File: src/rtl/game_sequencer_if.sv
`default_nettype none
// ============================================================================
//  Module      : game_sequencer_if
//  Description : Player-move handshake, win-checker handshake and display bus
//                of the Connect-Four game sequencer.
//                slave  : view used by game_sequencer
//                master : view used by whatever drives moves/checker results
//  Signals     : start, move_valid, col_sel[2:0], check_done, check_win,
//                check_mask[41:0]           (master -> slave)
//                move_ready, move_reject, check_req, board_state[83:0],
//                winner_play[83:0], theres_a_winner, current_state[2:0]
//                                           (slave -> master)
//  Revision    : 1.0 - initial release
// ============================================================================
interface game_sequencer_if;

    logic        start;
    logic        move_valid;
    logic [2:0]  col_sel;
    logic        move_ready;
    logic        move_reject;
    logic        check_req;
    logic        check_done;
    logic        check_win;
    logic [41:0] check_mask;
    logic [83:0] board_state;
    logic [83:0] winner_play;
    logic        theres_a_winner;
    logic [2:0]  current_state;

    modport slave (
        input  start, move_valid, col_sel, check_done, check_win, check_mask,
        output move_ready, move_reject, check_req, board_state, winner_play,
               theres_a_winner, current_state
    );

    modport master (
        output start, move_valid, col_sel, check_done, check_win, check_mask,
        input  move_ready, move_reject, check_req, board_state, winner_play,
               theres_a_winner, current_state
    );

endinterface
`default_nettype wire

File: src/rtl/game_sequencer.sv
`default_nettype none
// ============================================================================
//  Module      : game_sequencer
//  Description : Turn sequencer for a 7-column x 6-row Connect-Four board.
//                Accepts column drops from the active player, places the
//                piece in the lowest free row, hands the board to an external
//                win checker and moves on to the next turn, a win or a draw.
//  Parameters  : TURN_CYCLES - turn timeout length in clk cycles
//  Ports       : clk   - system clock, rising edge
//                rst_n - asynchronous active-low reset
//                bus   - game_sequencer_if.slave (moves, checker, display)
//  Options     : define TURN_TIMER_EN to add the per-turn timeout that forces
//                a drop into the lowest-index non-full column.
//  Board       : 2 bits per cell at [(row*7+col)*2 +: 2], row 0 at the top;
//                00 empty, 01 player 1, 10 player 2.
//  Revision    : 1.0 - initial release
// ============================================================================
module game_sequencer #(
    parameter int unsigned TURN_CYCLES = 500_000_000
) (
    input  wire logic          clk,
    input  wire logic          rst_n,
    game_sequencer_if.slave    bus
);

    typedef enum logic [2:0] {
        S_IDLE  = 3'd0,
        S_WAIT  = 3'd1,
        S_DROP  = 3'd2,
        S_CHECK = 3'd3,
        S_WIN   = 3'd4,
        S_DRAW  = 3'd5
    } state_t;

    localparam logic [5:0] c_ALL_MOVES = 6'd42;

    // A zero-length turn would fire the timeout on the same cycle WAIT is
    // entered, which the timer cannot express.
    if (TURN_CYCLES == 0) begin : g_bad_turn_cycles
        $error("game_sequencer: TURN_CYCLES must be at least 1");
    end

    // ------------------------------------------------------------------
    // State
    // ------------------------------------------------------------------
    state_t      state_q,  state_d;
    logic        turn_q,   turn_d;     // 0 = player 1, 1 = player 2
    logic [83:0] board_q,  board_d;
    logic [41:0] mask_q,   mask_d;
    logic [5:0]  count_q,  count_d;
    logic [2:0]  col_q,    col_d;
    logic        reject_q, reject_d;

    // ------------------------------------------------------------------
    // Board helpers
    // ------------------------------------------------------------------
    // Bit 7 stands for the out-of-range column 7 so that col_sel can index
    // this vector directly: an illegal column reads as "full".
    logic [7:0] w_col_full;
    logic       w_req_legal;
    logic [2:0] w_drop_row;

    always_comb begin
        w_col_full    = 8'd0;
        w_col_full[7] = 1'b1;
        for (int c = 0; c < 7; c++) begin
            w_col_full[c] = (board_q[c*2 +: 2] != 2'b00);
        end
    end

    assign w_req_legal = ~w_col_full[bus.col_sel];

    // Highest-numbered empty row of the registered column; the column was
    // known to have space when it was accepted, so some row always matches.
    always_comb begin
        w_drop_row = 3'd5;
        for (int r = 0; r < 6; r++) begin
            if (board_q[(r*7 + int'(col_q))*2 +: 2] == 2'b00) begin
                w_drop_row = 3'(r);
            end
        end
    end

    // ------------------------------------------------------------------
    // Turn timer
    // ------------------------------------------------------------------
    logic       w_timeout;
    logic [2:0] w_auto_col;

`ifdef TURN_TIMER_EN
    localparam logic [31:0] c_TIMEOUT_LAST = 32'(TURN_CYCLES - 1);

    logic [31:0] timer_q, timer_d;
    logic        w_auto_ok;

    // Walk from the right so the lowest-index free column wins.
    always_comb begin
        w_auto_col = 3'd0;
        w_auto_ok  = 1'b0;
        for (int c = 6; c >= 0; c--) begin
            if (!w_col_full[c]) begin
                w_auto_col = 3'(c);
                w_auto_ok  = 1'b1;
            end
        end
    end

    assign w_timeout = (state_q == S_WAIT) && (timer_q == c_TIMEOUT_LAST) && w_auto_ok;

    // Counts while the FSM stays in WAIT; any other path (including the
    // entry into WAIT) restarts the count from zero.
    always_comb begin
        timer_d = '0;
        if ((state_q == S_WAIT) && (state_d == S_WAIT)) begin
            timer_d = timer_q + 32'd1;
        end
    end

    always_ff @(posedge clk or negedge rst_n) begin
        if (!rst_n) begin
            timer_q <= '0;
        end else begin
            timer_q <= timer_d;
        end
    end
`else
    assign w_timeout  = 1'b0;
    assign w_auto_col = 3'd0;
`endif

    // ------------------------------------------------------------------
    // Next-state logic
    // ------------------------------------------------------------------
    always_comb begin
        state_d  = state_q;
        turn_d   = turn_q;
        board_d  = board_q;
        mask_d   = mask_q;
        count_d  = count_q;
        col_d    = col_q;
        reject_d = 1'b0;

        case (state_q)
            S_IDLE, S_WIN, S_DRAW: begin
                if (bus.start) begin
                    board_d = '0;
                    mask_d  = '0;
                    count_d = '0;
                    turn_d  = 1'b0;
                    state_d = S_WAIT;
                end
            end

            S_WAIT: begin
                // move_ready is high throughout WAIT, so move_valid alone
                // completes the handshake here.
                if (bus.move_valid && w_req_legal) begin
                    col_d   = bus.col_sel;
                    state_d = S_DROP;
                end else begin
                    reject_d = bus.move_valid;
                    if (w_timeout) begin
                        col_d   = w_auto_col;
                        state_d = S_DROP;
                    end
                end
            end

            S_DROP: begin
                board_d[(int'(w_drop_row)*7 + int'(col_q))*2 +: 2] =
                    turn_q ? 2'b10 : 2'b01;
                count_d = count_q + 6'd1;
                state_d = S_CHECK;
            end

            S_CHECK: begin
                if (bus.check_done) begin
                    // Win is tested first so a winning 42nd move is a win.
                    if (bus.check_win) begin
                        mask_d  = bus.check_mask;
                        state_d = S_WIN;
                    end else if (count_q == c_ALL_MOVES) begin
                        state_d = S_DRAW;
                    end else begin
                        turn_d  = ~turn_q;
                        state_d = S_WAIT;
                    end
                end
            end

            default: begin
                state_d = S_IDLE;
            end
        endcase
    end

    // ------------------------------------------------------------------
    // State registers
    // ------------------------------------------------------------------
    always_ff @(posedge clk or negedge rst_n) begin
        if (!rst_n) begin
            state_q  <= S_IDLE;
            turn_q   <= 1'b0;
            board_q  <= '0;
            mask_q   <= '0;
            count_q  <= '0;
            col_q    <= '0;
            reject_q <= 1'b0;
        end else begin
            state_q  <= state_d;
            turn_q   <= turn_d;
            board_q  <= board_d;
            mask_q   <= mask_d;
            count_q  <= count_d;
            col_q    <= col_d;
            reject_q <= reject_d;
        end
    end

    // ------------------------------------------------------------------
    // Outputs (all decoded from registers, so they drop to 0 with reset)
    // ------------------------------------------------------------------
    logic [2:0] w_disp;

    always_comb begin
        w_disp = 3'd0;
        case (state_q)
            S_WAIT, S_DROP, S_CHECK: w_disp = turn_q ? 3'd2 : 3'd1;
            S_WIN:                   w_disp = 3'd3;
            S_DRAW:                  w_disp = 3'd4;
            default:                 w_disp = 3'd0;
        endcase
    end

    assign bus.move_ready      = (state_q == S_WAIT);
    assign bus.move_reject     = reject_q;
    assign bus.check_req       = (state_q == S_CHECK);
    assign bus.board_state     = board_q;
    assign bus.winner_play     = {42'd0, mask_q};
    assign bus.theres_a_winner = (state_q == S_WIN);
    assign bus.current_state   = w_disp;

endmodule
`default_nettype wire

File: src/flat_wrapper.sv
// flat-port wrapper written by rule: the top's interface ports become plain ports
module game_sequencer_flat 
#(
    parameter int unsigned TURN_CYCLES = 500_000_000
)
  (clk, rst_n, bus_start, bus_move_valid, bus_col_sel, bus_check_done, bus_check_win, bus_check_mask, bus_move_ready, bus_move_reject, bus_check_req, bus_board_state, bus_winner_play, bus_theres_a_winner, bus_current_state);
  game_sequencer_if bus_i ();
  input  wire logic clk;
  input  wire logic rst_n;
  input wire logic [$bits(bus_i.start)-1:0] bus_start;
  input wire logic [$bits(bus_i.move_valid)-1:0] bus_move_valid;
  input wire logic [$bits(bus_i.col_sel)-1:0] bus_col_sel;
  input wire logic [$bits(bus_i.check_done)-1:0] bus_check_done;
  input wire logic [$bits(bus_i.check_win)-1:0] bus_check_win;
  input wire logic [$bits(bus_i.check_mask)-1:0] bus_check_mask;
  output wire logic [$bits(bus_i.move_ready)-1:0] bus_move_ready;
  output wire logic [$bits(bus_i.move_reject)-1:0] bus_move_reject;
  output wire logic [$bits(bus_i.check_req)-1:0] bus_check_req;
  output wire logic [$bits(bus_i.board_state)-1:0] bus_board_state;
  output wire logic [$bits(bus_i.winner_play)-1:0] bus_winner_play;
  output wire logic [$bits(bus_i.theres_a_winner)-1:0] bus_theres_a_winner;
  output wire logic [$bits(bus_i.current_state)-1:0] bus_current_state;
  assign bus_i.start = bus_start;
  assign bus_i.move_valid = bus_move_valid;
  assign bus_i.col_sel = bus_col_sel;
  assign bus_i.check_done = bus_check_done;
  assign bus_i.check_win = bus_check_win;
  assign bus_i.check_mask = bus_check_mask;
  assign bus_move_ready = bus_i.move_ready;
  assign bus_move_reject = bus_i.move_reject;
  assign bus_check_req = bus_i.check_req;
  assign bus_board_state = bus_i.board_state;
  assign bus_winner_play = bus_i.winner_play;
  assign bus_theres_a_winner = bus_i.theres_a_winner;
  assign bus_current_state = bus_i.current_state;
  game_sequencer #(.TURN_CYCLES(TURN_CYCLES)) u_core (.clk(clk), .rst_n(rst_n), .bus(bus_i));
endmodule
File: config.mk
export PLATFORM = sky130hd
export DESIGN_NAME = game_sequencer_flat
export DESIGN_NICKNAME = d
export VERILOG_FILES = /design/src/rtl/game_sequencer_if.sv /design/src/rtl/game_sequencer.sv /design/src/flat_wrapper.sv
export SDC_FILE = /design/constraint.sdc
export NUM_CORES = 1
export LEC_CHECK = 0
export BUFFER_PORTS_ARGS = -buffer_cell sky130_fd_sc_hd__buf_2
export CORE_MARGIN = 3
export CORE_UTILIZATION = 45
export CTS_CLUSTER_SIZE = 30
export DETAILED_ROUTE_END_ITERATION = 16
export PLACE_DENSITY = 0.73
export SYNTH_ARGS = -nofsm -noshare
export SYNTH_HDL_FRONTEND = slang
export SYNTH_SLANG_ARGS = --single-unit
File: constraint.sdc
create_clock -name clk -period 13.2 [get_ports clk]
set_input_delay 1.98 -clock clk [delete_from_list [all_inputs] [get_ports clk]]
set_output_delay 1.98 -clock clk [all_outputs]
set_load 0.01 [all_outputs]
Word-level counts from Yosys, hierarchy flattened:

Cells that the tools add are included.

* register bits: 140
* input bits: 51
* output and inout bits: 175
* logic and storage cells: 96

* add/subtract/negate cells: 8
* $mul: 1
* $lt $le $gt $ge: 1
* equal/unequal tests: 12
* shift operators: 8
* mux-type cells: 33
* bitwise operators: 2
* reduce and logical (&&, ||, !) cells: 24

Operators with widths (number)
* 84-bit by 32-bit indexed part select with 2-bit output: 5
* 84-bit one-hot mux with 2 select lines: 1
* 42-bit 2-to-1 mux: 3
* 84-bit bitwise mux: 1
* 84-bit 2-to-1 mux: 1
* 42-bit one-hot mux with 2 select lines: 1
* 2-bit by 33-bit variable shift with 84-bit output (first input constant): 1
* 2-bit by 33-bit indexed part select with 84-bit output: 1
* 84-bit by 5-bit indexed part select with 2-bit output: 1
* 3-bit 2-to-1 mux: 11
* 32-bit negator with 33-bit output: 1
* 31-bit by 4-bit adder with 31-bit output: 1
* 2-bit nonzero test: 9
* 5-bit by 3-bit adder with 6-bit output (first input constant): 2
* 2-bit logical NOT: 6
* 3-bit one-hot mux with 4 select lines: 1
* 6-bit one-hot mux with 2 select lines: 1
* 2-bit != test (second input constant): 5
* 3-bit one-hot mux with 3 select lines: 1
* 6-bit by 3-bit adder with 7-bit output (first input constant): 1
* 1-bit 2-to-1 mux: 7
* 6-bit by 1-bit adder with 6-bit output (second input constant): 1
* 3-bit by 2-bit equality test with 1-bit output (second input constant): 2
* 3-bit equality test (second input constant): 2
* other kinds (19): 23

Logic depth before layout (Yosys ltp):

Gate-level depths: netlist of run 1.

* depth after elaboration: 14
* depth in mapped cells: 22
* mapped depth without buffers: 20

Worst setup path before layout of run 1:

OpenSTA, ideal clock, no wires.

* path type: register to register
* start: register u_core.col_q[1]
* end: register u_core.board_q[30], in the netlist u_core.bus.board_state[30]
* library setup time: 80 ps
* data arrival time: 5160 ps
* data required time: 13120 ps
* setup slack: 7961 ps
* stages on the path, launching flop included: 22
* buffers on the path: 4
* period minus slack after synthesis: 5239 ps
* cell sequence: dfrtp_1 -> buf_2 -> buf_1 -> nor3_1 -> a21oi_1 -> mux4_2 -> a21boi_0 -> inv_1 -> fa_1 -> ha_1 -> inv_1 -> fa_1 -> buf_2 -> nor4_1 -> o211ai_1 -> a21oi_1 -> ha_1 -> and2_1 -> o2111a_1 -> clkbuf_1 -> and3_1 -> mux2i_1

* longest elaborated chain between the ends: 14
* elaborated cells between the ends (all ways): 30
* those cells by class: add/sub: 7; mul: 1; shift: 8; mux: 8; reduce/logical: 6

Ends and longest elaborated chain
* start, declared: line game_sequencer.sv:51 `logic [2:0] col_q, col_d;`
* start signal, assigned: line game_sequencer.sv:215 `col_q <= col_d;`
* 3-bit by 3-bit adder with 4-bit output or 84-bit by 5-bit indexed part select with 2-bit output (tied branches): line game_sequencer.sv:78 `if (board_q[(r*7 + int'(col_q))*2 +: 2] == 2'b00) begin`
* 84-bit by 32-bit indexed part select with 2-bit output or 2-bit logical NOT (tied branches): line game_sequencer.sv:78
* 2-bit logical NOT or 3-bit 2-to-1 mux (tied branches): line game_sequencer.sv:78
* 3-bit 2-to-1 mux (5 in a row): line game_sequencer.sv:78
* 3-bit by 3-bit multiplier with 6-bit output: line game_sequencer.sv:170 `board_d[(int'(w_drop_row)*7 + int'(col_q))*2 +: 2] =`
* 31-bit by 4-bit adder with 31-bit output *: line game_sequencer.sv:170
* 32-bit negator with 33-bit output *: line game_sequencer.sv:170
* 2-bit by 33-bit indexed part select with 84-bit output or 2-bit by 33-bit variable shift with 84-bit output (tied branches): line game_sequencer.sv:170
* 84-bit bitwise mux *: line game_sequencer.sv:170
* 84-bit one-hot mux with 2 select lines *: line game_sequencer.sv:143 `case (state_q)`
* end signal, assigned: line game_sequencer.sv:212 `board_q <= board_d;`
* end, declared: line game_sequencer.sv:48 `logic [83:0] board_q, board_d;`

Every way passes the cells marked *; elsewhere a longest branch is shown, timed or not.
A chain may end at the register's enable or synchronous reset.

Worst setup path in the final report of run 1:

* start: register u_core.col_q[1]
* end: register u_core.board_q[19], in the netlist u_core.bus.board_state[19]

The elaborated chain is that of the path after synthesis.

==> results of run 1 <==
==> area by class of cell <==
cell class              count  area (um2)  area share (%)
well taps                 225         282            2.93
inverters                  58         218            2.27
flip-flops and latches    140        3500            36.5
clock inverters            13         155            1.62
repair buffers            190         975            10.2
clock buffers              19         453            4.72
multi-input cells         620        4020            41.8
==> cell usage after synthesis (all sizes together), types with 3 or more instances <==
cell and count:
dfrtp 140, nand2 112, mux2i 76, o21ai 63, buf 60, nor3 60
inv 57, nand3 53, nor2 43, a21oi 30, clkbuf 28, nand4 16
ha 12, a211oi 9, and3 8, a21o 6, a31o 6, a31oi 5
nor3b 5, fa 4, mux4 4, nand4b 4, nor2b 4, mux2 3
nor4 3, nor4b 3, o211ai 3, o21a 3, o22ai 3, or3 3
xnor2 3, xor2 3
==> metrics by stage <==
stage,hold slack [ns],utilization (%)
finish,0.498,55.1
global route,0.515,55.1
CTS,0.497,55.1
detailed placement,0.490,51.6
global placement,0.483,51.6
floorplan,0.457,-
==> critical path, cell delays in order, from the launching register on <==
cell and delay [ns]:
dfrtp_1 0.50, buf_4 0.38, nor3_1 0.11, a21oi_1 0.15, mux4_2 0.29, and3_1 0.21, a21boi_0 0.49, inv_1 0.20
fa_1 0.49, ha_1 0.29, ha_1 0.35, xnor2_1 0.76, o311a_1 0.37, o211a_2 0.28, or2_1 0.74, nand3_1 0.35
mux2i_1 0.20
==> flip-flops by register name (all words and copies together) (netlist names) <==
register	count
u_core.bus.board_state	84
u_core.bus.move_reject	1
u_core.col_q	3
u_core.count_q	6
u_core.mask_q	42
u_core.state_q	3
u_core.turn_q	1
==> worst paths after layout <==
kind	depth (start not counted)	endpoint	slack (ns)
worst max-delay path	16	u_core.bus.board_state[19]	6.85
worst min-delay path	1	u_core.count_q[5]	0.50
worst max register to register	16	u_core.bus.board_state[19]	6.85
worst min register to register	1	u_core.count_q[5]	0.50
max in group asynchronous	2	u_core.state_q[1]	10.26
min in group asynchronous	1	u_core.bus.board_state[9]	1.51
==> cell usage in the layout (no fill, tap or decap), types with 17 or more instances in the layout <==
cell	Yosys	routed
a21oi_1	30	30
buf_2	10	182
clkbuf_16	0	17
conb_1	1	42
dfrtp_1	140	140
inv_1	56	56
mux2i_1	76	76
nand2_1	112	112
nand3_1	53	53
nor2_1	42	42
nor3_1	31	31
nor3_2	29	29
o21ai_0	58	58
==> metal layers <==
metal  share of wire (%)  wire length (um)  track usage, %  vias to the layer above
li1                    -                 -               -                     3266
met1                  44              9830            31.5                     3363
met2                  47             10600            36.0                      291
met3                 7.2              1620            5.26                       37
met4                 1.6               359            5.41                        2
met5               0.058                13               0                        -
==> logic make-up (layout without fill, tap and decap cells) <==
group	after synthesis	count (layout)	synth area share, %
adders and majority gates	16	16	2.85
other	1	42	0.0464
DFF	140	140	43.3
muxes	83	83	10.9
and+or+nand+nor	329	329	21.7
xor gates and xnor gates	6	6	0.650
AOI/OAI and AO/OA	144	144	11.3
buffers and inverters	146	280	9.11
==> out/results.ini, run 1 <==
[cells_and_area]
drive_above_1_share_pct = 27.1
diodes = 0
fin_area_um2 = 9600
syn_to_final_growth_pct = 18.7
nNetsFinal = 1094
fillCellCount = 1549
fin_cells = 1265

[timing]
rsz0062_at_grt = no
setup_viol = 0
fmax_mhz = 157
relSlewSlack_pct = 29.3
finalWorstSetupSlack_ns = 6.85
timing_hold_violations_final = 0
skew_ns = 0.00793
post-route-min-period_ns = 6.35
maxSlewViolCount = 0
period_share_pct = 48.1
setup_tns_ns = 0
worstMarginPinSlew_ns = 1.06

[global_route]
grt_pass1_wl_mm = 35.7
antenna_found_initial = 1
first_global_vias = 6551
grt_max_degree = 86
overflow = 0
grt_usage_pct = 22.6

[place]
place_ws_ns = 6.97
port_buffers = 183
place_congestion = 0.930
dpl-instance-area_um2 = 8990
dpl.hpwl_mm = 16.2
placed_cells = 1233

[clock_tree]
cts_tree = built
worstSkewPairLatency_ns = 0.43
clockRootBuffer = clkbuf_16
cts_sinks = 140
cts-resized-gates = 0
cts_hold_buf = 0
path_clk_slew_ns = 0.06
post_cts_buffers = 0
numCtsBuffers = 17
clk_path_buf_depth = 2
cts_max_level = 4

[critical_path]
r2r_start = u_core.col_q[1]
critPathKind = reg -> reg
startpoint_type = register
cp.required_ns = 13.47
path_max_fanout = 34
end_kind = register
crit_path_start = u_core.col_q[1]
cp.arrival_ns = 6.62

[logic_synthesis]
synth_top_area_share_pct = 43.3
yosysSeqAreaShare_pct = 43.3
synth.distinct_cells = 73
yosysWarnings = 0
ys_seq_elements = 140
syn_inst = 865
avgSynthCellArea_um2 = 9.35
synth_flop_cell = dfrtp_1
yosysTopAreaCell = dfrtp_1
syn_area_um2 = 8090
synth_edf_count = 0
async_flop_share_pct = 100
synthTopCellsByArea = dfrtp_1 (43%), mux2i_1 (9.4%), nand2_1 (5.2%)

[floorplan]
die_area_um2 = 19600
start_util_pct = 46.4
io_pins = 226
rows = 48
die_h_um = 140
coreArea_um2 = 17400
die_w_um = 140

[routing]
post_drt_wl_per_cell_um = 17.7
drc_errors = 0
drt-pass1-iter-count = 5
postRouteAntennaNets = 0
drtIter0Drc = 622
finalWirelength_mm = 22.4
routed_via_density = 5.50
vias = 6959

[worst_hold_path]
hold_class = reg -> reg
holdCritStartpoint = u_core.count_q[5]

[run]
drv_cap = 0

[status]
outcome = finished, final reports clean

Power of run 1 is not shown: default switching activity piles up to over one toggle a cycle in this logic, so the estimate is an artifact.
==> run 2, diff against run 1 <==
Settings changed: PLACE_DENSITY 0.73 to 0.76.
Clock period 13.2 ns to 5.65 ns, I/O delays scaled along.
==> out/results.ini, run 2 (same netlist as run 1, synthesis figures left out) <==
[status]
outcome = finished, final reports clean

[critical_path]
worstPathCellList = nor3_1 -> a21oi_1 -> mux4_2 -> or3_1 -> a21bo_2 -> a21o_1 -> fa_1 -> ha_1 -> inv_1 -> fa_2 -> inv_2 -> o311a_1 -> o211a_2 -> buf_4 -> o21ai_2 -> nor3_2 -> mux2i_1
cp.required_ns = 5.93
r2r_start = u_core.col_q[0]
end_kind = register
critPathKind = reg -> reg
path_max_fanout = 9
startpoint_type = register
cpPeakStageDelay_ns = 0.64
r2r_end = u_core.bus.board_state[76]
slowest_stage = fa_2
r2r_setup_slack_ns = 0.23
cp.arrival_ns = 5.70
r2r_cells = 17

[floorplan]
coreArea_um2 = 17400
die_w_um = 140
io_pins = 226
die_area_um2 = 19600
die_h_um = 140
rows = 48
start_util_pct = 46.4

[routing]
post_drt_wl_per_cell_um = 17.8
postRouteAntennaNets = 0
drt-pass1-iter-count = 5
drtIter0Drc = 670
vias = 7299
routed_via_density = 5.59
finalWirelength_mm = 23.2
drc_errors = 0

[global_route]
grt_usage_pct = 22.8
grt_max_degree = 89
busiest_layer = met2
grt.met3_usage_pct = 4.51
antenna_found_initial = 0
use_met1_pct = 31.6
first_global_vias = 6886
grt_util_met2_pct = 37.0
overflow = 0
grt_pass1_wl_mm = 36.4

[timing]
post-route-min-period_ns = 5.42
setup_viol = 0
period_share_pct = 95.9
fmax_mhz = 185
worstMarginPinSlew_ns = 1.21
skew_ns = 0.0110
holdWs_ns = 0.474
maxSlewViolCount = 0
relSlewSlack_pct = 18.6
setup_tns_ns = 0
timing_hold_violations_final = 0

[place]
place_congestion = 0.943
dpl.hpwl_mm = 16.6
port_buffers = 183
dpl-instance-area_um2 = 9210

[clock_tree]
cts_hold_buf = 0
numCtsBuffers = 17
cts_tree = built
cts_sinks = 140
clk_path_buf_depth = 2
cts_max_level = 4
worstSkewPairLatency_ns = 0.43
clockRootBuffer = clkbuf_16
path_clk_slew_ns = 0.06

[cells_and_area]
diodes = 0
drive_above_1_share_pct = 30.9
fillCellCount = 1547
layout_common_cells = buf_2 (182), dfrtp_1 (139), nand2_1 (112)
syn_to_final_growth_pct = 24.7
fin_area_um2 = 10100
largest_register_ffs = 84
nNetsFinal = 1134
final_common_cell = buf_2

[run]
drv_cap = 0

[worst_hold_path]
hold_class = in -> async

## run 2: cell types whose count changed in the layout (fill, tap and decap cells not counted), sizes merged
cell	previous run	this run
buf	190	229
bufinv	2	3
clkbuf	19	20
clkinv	3	5
clkinvlp	3	2
inv	63	61
## run 2: what timing repair did
item                                    in CTS  in global routing
endpoints found under the setup margin       8                 83
resized for setup                            1                 30
pin swaps                                    0                 10
buffers inserted                             0                 14
## run 2: metrics by stage
| stage | setup slack [ns] | std cells | utilization, % |
|---|---|---|---|
| 2_1_floorplan | 0.411 | 906 | - |
| 3_3_place_gp | 0.146 | 1259 | 52.9 |
| 3_5_place_dp | 0.0606 | 1259 | 52.9 |
| 4_1_cts | 0.0109 | 1291 | 56.4 |
| 5_1_grt | -0.0689 | 1305 | 57.9 |
| 6_report | 0.231 | 1305 | 57.9 |
## run 2: worst max-delay path by stage
stage / from / endpoint / depth (start not counted)
finish: u_core.col_q[0] / u_core.bus.board_state[76] / 17
floorplan: u_core.col_q[1] / u_core.bus.board_state[30] / 21
detailed placement: u_core.col_q[0] / u_core.bus.board_state[9] / 19
global route: u_core.col_q[0] / u_core.bus.board_state[76] / 18
CTS: u_core.col_q[0] / u_core.bus.board_state[82] / 19
global placement: u_core.col_q[0] / u_core.bus.board_state[83] / 19
## run 2: layout make-up
| cell class | count | area [um2] | area share [%] |
|---|---|---|---|
| clock inverter | 13 | 164 | 1.63 |
| tap | 225 | 282 | 2.79 |
| timing repair buffer | 230 | 1300 | 12.9 |
| multi-input combinational | 620 | 4180 | 41.4 |
| clock buffer | 19 | 443 | 4.39 |
| inverter | 58 | 218 | 2.16 |
| sequential | 140 | 3500 | 34.8 |
## run 2: layer usage
metal / up-vias / wire length (um) / part of all wire (%)
met5: - / 0 / 0
met4: 0 / 417 / 1.8
met3: 42 / 1820 / 7.8
met2: 341 / 11200 / 48
met1: 3558 / 9800 / 42
li1: 3358 / - / -
## run 2: worst max-delay path: cells and delay by family, from the launching register on
kind,cells,cell delay [ns]
multiplexers,2,0.65
flip-flops,1,0.45
AND/OR/NAND/NOR,3,0.75
buffers and inverters,3,0.31
adder cells (fa/ha/maj),3,1.36
AO/OA/AOI/OAI,6,1.74
Power of run 2 is left out for the same reason.
==> run 3, diff against run 2 <==
Settings changed: ABC_AREA set to 1.
==> out/results.ini, run 3 <==
[status]
outcome = finished, final reports clean

[global_route]
grt_pass1_wl_mm = 43.5
first_global_vias = 7905
grt_max_degree = 93
grt_usage_pct = 27.5
overflow = 0
antenna_found_initial = 0

[timing]
maxSlewViolCount = 0
fmax_mhz = 191
post-route-min-period_ns = 5.23
relSlewSlack_pct = 39.2
setup_tns_ns = 0
timing_hold_violations_final = 0
skew_ns = 0.0103
setup_viol = 0
worstMarginPinSlew_ns = 0.909
rsz0062_at_grt = no
period_share_pct = 92.6

[routing]
vias = 8433
routed_via_density = 5.55
drc_errors = 0
drt-pass1-iter-count = 6
post_drt_wl_per_cell_um = 18.4
finalWirelength_mm = 27.9
drtIter0Drc = 695
postRouteAntennaNets = 0

[worst_hold_path]
holdCritStartpoint = u_core.bus.board_state[8]
hold_class = reg -> reg
min_path_cells = 2
min_to = u_core.bus.board_state[8]

[logic_synthesis]
yosysWarnings = 0
syn_inst = 1104
synth_flop_cell = dfrtp_1
synth_edf_count = 0
synthTopCellsByArea = dfrtp_1 (42%), nand2_1 (14%), nand3_1 (7.3%)
yosysTopAreaCell = dfrtp_1
yosysMostFrequentCell = nand2_1
ys_seq_elements = 140
async_flop_share_pct = 100
yosys-top-cells-count = nand2_1 (313), dfrtp_1 (140), nand3_1 (123)
avgSynthCellArea_um2 = 7.62
yosysSeqAreaShare_pct = 41.6
syn_area_um2 = 8420
synth_top_area_share_pct = 41.6
synth.distinct_cells = 48

[critical_path]
r2r_cells = 29
critPathKind = reg -> reg
cp_common_cell = inv_1
r2r_end = u_core.bus.board_state[41]
startpoint_type = register
path_max_fanout = 20
cpPeakStageDelay_ns = 0.51
cpLargestDelayFamily = simple AND/OR/NAND/NOR gates
cp.required_ns = 5.97
r2r_start = u_core.col_q[1]
r2r_setup_slack_ns = 0.42
slowest_stage = fa_1
critPathBufInv = 8
cp.arrival_ns = 5.55
end_kind = register

[cells_and_area]
final_common_cell = nand2_1
nNetsFinal = 1345
fin_cells = 1520
diodes = 0
drive_above_1_share_pct = 24.2
syn_to_final_growth_pct = 18.2
largest_register_ffs = 84
fillCellCount = 1717
register_area_um2 = 3500
multi_input_area_um2 = 4180
layout_common_cells = nand2_1 (313), buf_2 (182), dfrtp_1 (140)

[clock_tree]
cts_max_level = 4
cts_tree = built
cts_sinks = 140
clockRootBuffer = clkbuf_16
path_clk_slew_ns = 0.06
worstSkewPairLatency_ns = 0.43
numCtsBuffers = 17
clk_path_buf_depth = 2

[floorplan]
start_util_pct = 46.4
rows = 49
die_h_um = 143
coreArea_um2 = 18100
io_pins = 226
die_area_um2 = 20400
die_w_um = 143

[place]
placed_cells = 1483
place_congestion = 0.988
dpl.hpwl_mm = 20.7
port_buffers = 183

[run]
drv_cap = 0

[run 3: changes by cell type after synthesis, sizes merged, moves of 8 or more]
cell and delta:
a211oi -9, a21oi -17, and3 -8, inv +40, mux2i -75, nand2 +210
nand3 +78, nor2 +57, nor3 -34, o21ai +46, o311ai +9
[run 3: per-stage QoR]
step                      instance area, um2  util, %  worst slack, ns  hold WS, ns
after CTS                               9910     54.6            0.266        0.492
final                                   9950     54.8            0.416        0.492
after global routing                    9950     54.8           0.0247        0.513
after global placement                  9360     51.6            0.444        0.475
after floorplan                         8570        -            0.965        0.446
after detailed placement                9360     51.6            0.297        0.474
[run 3: timing repair]
action | 4_1_cts | 5_1_grt
gates resized for setup | 0 | 2
setup buffers | 0 | 5
hold buffers | 0 | 0
endpoints found under the setup margin | 0 | 32
[run 3: worst min-delay path: stages (launching register included)]
cell and delay, ns:
dfrtp_1 0.36, nand2_1 0.06, nand2_1 0.05
[run 3: how the worst max path moves through the flow]
stage	startpoint	end	slack [ns]	depth (start not counted)
after floorplan	u_core.col_q[1]	u_core.bus.board_state[27]	0.96	32
after global placement	u_core.col_q[1]	u_core.bus.board_state[40]	0.44	29
after detailed placement	u_core.col_q[1]	u_core.bus.board_state[40]	0.30	29
after CTS	u_core.col_q[1]	u_core.bus.board_state[40]	0.27	29
after global routing	u_core.col_q[1]	u_core.bus.board_state[40]	0.02	32
final	u_core.col_q[1]	u_core.bus.board_state[41]	0.42	29
[run 3: cells by family after synthesis]
kind of cell | synth area share (%)
other | 0.0446
AOI/OAI and AO/OA | 10.2
adders and majority gates | 2.74
buffers and inverters | 10.6
muxes | 0.119
and+or+nand+nor | 34.7
DFF | 41.6
[run 3: final cells by class]
class,count,share of cell area [%]
clock buffer,18,4.41
clock inverter,14,1.11
inverter,98,3.80
multi-input combinational,821,42.0
sequential,140,35.2
tap,229,2.88
timing repair buffer,200,10.6
[run 3: routing by layer]
layer | up-vias | global-route usage, % | share of wire [%]
met3 | 64 | 8.31 | 11
li1 | 3901 | - | -
met4 | 0 | 10.0 | 2.8
met2 | 466 | 42.3 | 45
met5 | - | 0 | 0
met1 | 4002 | 36.8 | 41
Power of run 3 is left out for the same reason.
